[src/rtl/adc_moving_averager.sv]
// Boxcar moving average over the last 2**LOG2_N ADC samples. The async strobe is
// synchronised, edge-detected, and each accepted edge runs a 4-state update sequence.
module adc_moving_averager #(
  parameter int DATA_W = 12,
  parameter int LOG2_N = 4
) (
  input  logic              MAX10_CLK1_50,
  input  logic              reset,
  input  logic              response_valid_in,
  input  logic [DATA_W-1:0] adc_in,
  output logic [DATA_W-1:0] avg_out,
  output logic              avg_valid,
  output logic              filled,
  output logic              overrun
);
  localparam int N  = 1 << LOG2_N;
  localparam int SW = DATA_W + LOG2_N;

  typedef enum logic [1:0] {IDLE, LATCH, ACCUM, OUT} state_e;

  state_e                        state_q;
  logic                          s1_q, s2_q, s3_q;
  logic                          strobe_edge;
  logic [DATA_W-1:0]             sample_q, old_q;
  logic [SW-1:0]                 sum_q, sum_d;
  logic [LOG2_N-1:0]             wr_ptr_q;
  logic [LOG2_N:0]               fill_cnt_q, fill_cnt_d;
  logic [N-1:0][DATA_W-1:0]      mem_q;
  logic [DATA_W-1:0]             avg_q;
  logic                          avg_valid_q, filled_q, overrun_q;

  assign strobe_edge = s2_q & ~s3_q;

  // old is always part of sum, so add-then-subtract at full width cannot wrap
  assign sum_d      = sum_q + SW'(sample_q) - SW'(old_q);
  assign fill_cnt_d = (fill_cnt_q == (LOG2_N+1)'(N)) ? fill_cnt_q
                                                    : fill_cnt_q + (LOG2_N+1)'(1);

  always_ff @(posedge MAX10_CLK1_50 or posedge reset) begin
    if (reset) begin
      state_q     <= IDLE;
      s1_q        <= 1'b0;
      s2_q        <= 1'b0;
      s3_q        <= 1'b0;
      sample_q    <= '0;
      old_q       <= '0;
      sum_q       <= '0;
      wr_ptr_q    <= '0;
      fill_cnt_q  <= '0;
      mem_q       <= '0;
      avg_q       <= '0;
      avg_valid_q <= 1'b0;
      filled_q    <= 1'b0;
      overrun_q   <= 1'b0;
    end else begin
      s1_q        <= response_valid_in;
      s2_q        <= s1_q;
      s3_q        <= s2_q;
      avg_valid_q <= 1'b0;
      if (strobe_edge && state_q != IDLE) overrun_q <= 1'b1;
      case (state_q)
        IDLE:  if (strobe_edge) state_q <= LATCH;
        LATCH: begin
          sample_q <= adc_in;
          old_q    <= mem_q[wr_ptr_q];
          state_q  <= ACCUM;
        end
        ACCUM: begin
          sum_q           <= sum_d;
          mem_q[wr_ptr_q] <= sample_q;
          wr_ptr_q        <= wr_ptr_q + LOG2_N'(1);
          fill_cnt_q      <= fill_cnt_d;
          // result registered on entry to OUT so data, valid and filled align
          avg_q           <= sum_d[SW-1:LOG2_N];
          avg_valid_q     <= 1'b1;
          if (fill_cnt_d == (LOG2_N+1)'(N)) filled_q <= 1'b1;
          state_q         <= OUT;
        end
        OUT:     state_q <= IDLE;
        default: state_q <= IDLE;
      endcase
    end
  end

  assign avg_out   = avg_q;
  assign avg_valid = avg_valid_q;
  assign filled    = filled_q;
  assign overrun   = overrun_q;
endmodule

[config.mk]
export PLATFORM = sky130hd
export DESIGN_NAME = adc_moving_averager
export DESIGN_NICKNAME = d
export VERILOG_FILES = /design/src/rtl/adc_moving_averager.sv
export SDC_FILE = /design/constraint.sdc
export NUM_CORES = 1
export LEC_CHECK = 0
export BUFFER_PORTS_ARGS = -buffer_cell sky130_fd_sc_hd__buf_2
export CORE_ASPECT_RATIO = 1.2
export CORE_MARGIN = 10
export CORE_UTILIZATION = 38
export CTS_BUF_LIST = sky130_fd_sc_hd__clkbuf_16
export DETAILED_ROUTE_END_ITERATION = 8
export GPL_TIMING_DRIVEN = 0
export PLACE_DENSITY = 0.56
export SYNTH_ARGS = -nofsm -noshare
export SYNTH_HDL_FRONTEND = slang
export SYNTH_SLANG_ARGS = --single-unit
[constraint.sdc]
create_clock -name MAX10_CLK1_50 -period 11.5 [get_ports MAX10_CLK1_50]
set_input_delay 2.3 -clock MAX10_CLK1_50 [delete_from_list [all_inputs] [get_ports MAX10_CLK1_50]]
set_output_delay 2.3 -clock MAX10_CLK1_50 [all_outputs]
set_load 0.005 [all_outputs]
==> flow_summary.json <==
{
  "crit_chain": "inv_1 -> clkbuf_1 -> fa_1 -> inv_1 -> ha_1 -> nor2b_1 -> o211ai_1 -> a211oi_1 -> nor4b_1 -> o211ai_1 -> a31oi_1",
  "die_w_um": 183,
  "grt_usage": 0.159,
  "slew_headroom": 0.371,
  "avgViaCountPerCell": 5.24,
  "critPathKind": "reg2reg",
  "tns_ps": 0,
  "startpoint_type": "register",
  "finalMaxSlewViolations": 0,
  "grt_pass1_wl_um": 49200,
  "setup_viol": 0,
  "worstPathArrival_ps": 4440,
  "pwr_density_cell_mw_per_mm2": 314,
  "clkSinkCount": 249,
  "grt-ovfl-total": 0,
  "critical-path-max-stage-delay_ps": 740,
  "dr_total_vias": 7842,
  "synthFlopType": "dfrtp_1",
  "async_reset_ff_frac": 1.00,
  "avgSynthCellArea_um2": 11.8,
  "layout_common_cells": "dfrtp_1, nand2_1, o21ai_1",
  "drt-pass1-iter-count": 5,
  "cts.reportedPaths.clkPinSlew_ps": 60,
  "grt_pass1_vias": 8415,
  "worstPathMaxFanout": 10,
  "cp-end-kind": "register",
  "dp.final_hpwl_um": 21500,
  "hold_buffers": 0,
  "p_leak_uw": 0.00629,
  "grt_max_degree": 129,
  "synth_fp_nets": 1073,
  "wl_um": 30800,
  "fp.dieH_um": 215,
  "crit_required_ps": 11940,
  "vdd_drop_max_mv": 0.185,
  "die_area_mm2": 0.0393,
  "layout-drive-gt1-share": 0.129,
  "synth_cell_type_count": 51,
  "cts_tree": "yes",
  "clock_path_buffers": 3,
  "worst_pin_slew_ps": 943,
  "rsz0062_at_grt": "no",
  "clock_skew_ps": 16.5,
  "nNetsFinal": 1133,
  "hold_slack_ps": 361,
  "synth_edf_count": 0,
  "ys_ff_latch": 249,
  "finalCriticalPeriod_ps": 3990,
  "crit_buf_inv": 3,
  "max_freq_ghz": 0.250,
  "yosys_warnings": 0,
  "gp_congestion": 0.815,
  "hold_viol": 0,
  "setup_ws_ps": 7510,
  "postCtsSetupRepairBufs": 0,
  "cp_slowest_cell": "nor4b_1",
  "start_util": 0.384,
  "clock_latency_ps": 540,
  "final_common_cell": "dfrtp_1",
  "post-route-util": 0.431,
  "synth_area_mm2": 0.0121,
  "grt_antenna_before_repair": 0,
  "dp_worst_setup_slack_ps": 7550,
  "port_buffers": 29,
  "cts_buffers": 27,
  "rows": 71,
  "fin_crit_sh": 0.347,
  "cts-root-buf": "clkbuf_16",
  "synthCells": 1021,
  "diodes": 0,
  "coreArea_mm2": 0.0314,
  "status": "complete, no violations",
  "cap_violations": 0,
  "seq_area_frac_synth": 0.517,
  "hold_class": "reg2reg",
  "cp_top_family": "buffers and inverters",
  "ant_nets": 0,
  "wl_per_cell_um": 20.6,
  "ios": 30,
  "cts.htree.levels": 1,
  "area_growth_syn_to_layout_pct": 12.2,
  "ctsResizeCount": 0,
  "first_iter_violations": 571,
  "drc": 0
}
where the power goes:
part           internal (uW)  leakage, uW  total, uW  switching, uW
Sequential              1200      0.00326       1400            192
Combinational            910      0.00264       2080           1170
Clock                    421     0.000386        764            342
metrics by stage:
step           total power, uW  instances  area (um2)
2_1_floorplan             2910       1021       12100
3_3_place_gp              3460       1451       12700
3_5_place_dp              3500       1453       12800
4_1_cts                   4290       1497       13500
5_1_grt                   4590       1497       13500
6_report                  4240       1497       13500
final timing paths:
path | start | end | slack (ps) | cells past startpoint
max in group asynchronous | reset | mem_q[24] | 8560 | 4
max | sample_q[2] | sum_q[12] | 7510 | 11
max reg2reg | sample_q[2] | sum_q[12] | 7510 | 11
min in group asynchronous | reset | fill_cnt_q[4] | 1860 | 3
min reg2reg | s1_q | s2_q | 360 | 0
min | s1_q | s2_q | 360 | 0
flip-flops by register name, summed over array words and instances, names as in the netlist:
signal and count:
avg_valid 1, fill_cnt_q 5, filled 1, mem_q 192, old_q 12, overrun 1, s1_q 1, s2_q 1
s3_q 1, sample_q 12, state_q 2, sum_q 16, wr_ptr_q 4
cells in the mapped netlist (10+ instances only):
library cell	instances	area (um2)
dfrtp_1	249	6230
nand2_1	174	653
o21ai_1	154	771
inv_1	62	233
mux2_1	60	676
clkbuf_1	46	173
mux4_1	33	867
mux4_2	27	608
ha_1	25	313
a21oi_1	16	80.1
buf_4	13	97.6
nand3_1	13	65.1
nor2_1	13	48.8
fa_1	12	240
nand4_1	11	68.8
xnor2_1	10	87.6
area by class of cell:
type,count,area (um2)
buffer,78,460
multi-input combinational,628,5110
fill,2982,17800
tap,401,502
sequential,249,6230
inverter,66,255
clock buffer,27,676
clock inverter,17,82.6
timing repair buffer,31,200
metal layers:
| layer | vias up | global-route usage | share of wire |
|---|---|---|---|
| met4 | 0 | 0.0453 | 0.023 |
| met1 | 3957 | 0.211 | 0.44 |
| met3 | 39 | 0.0212 | 0.040 |
| li1 | 3701 | - | - |
| met5 | - | 0 | 0 |
| met2 | 145 | 0.267 | 0.49 |
cells by family (layout without fill, tap and decap cells):
| group | Yosys count | count (layout) | share of synthesized area |
|---|---|---|---|
| flip-flops | 249 | 249 | 0.517 |
| XOR/XNOR | 15 | 15 | 0.0109 |
| buffers and inverters | 144 | 219 | 0.0588 |
| multiplexers | 137 | 137 | 0.195 |
| AND/OR/NAND/NOR | 236 | 236 | 0.0819 |
| AO/OA/AOI/OAI | 203 | 203 | 0.0904 |
| adder cells (fa/ha/maj) | 37 | 37 | 0.0459 |
No activity file was read; power rests on OpenSTA's default activity.
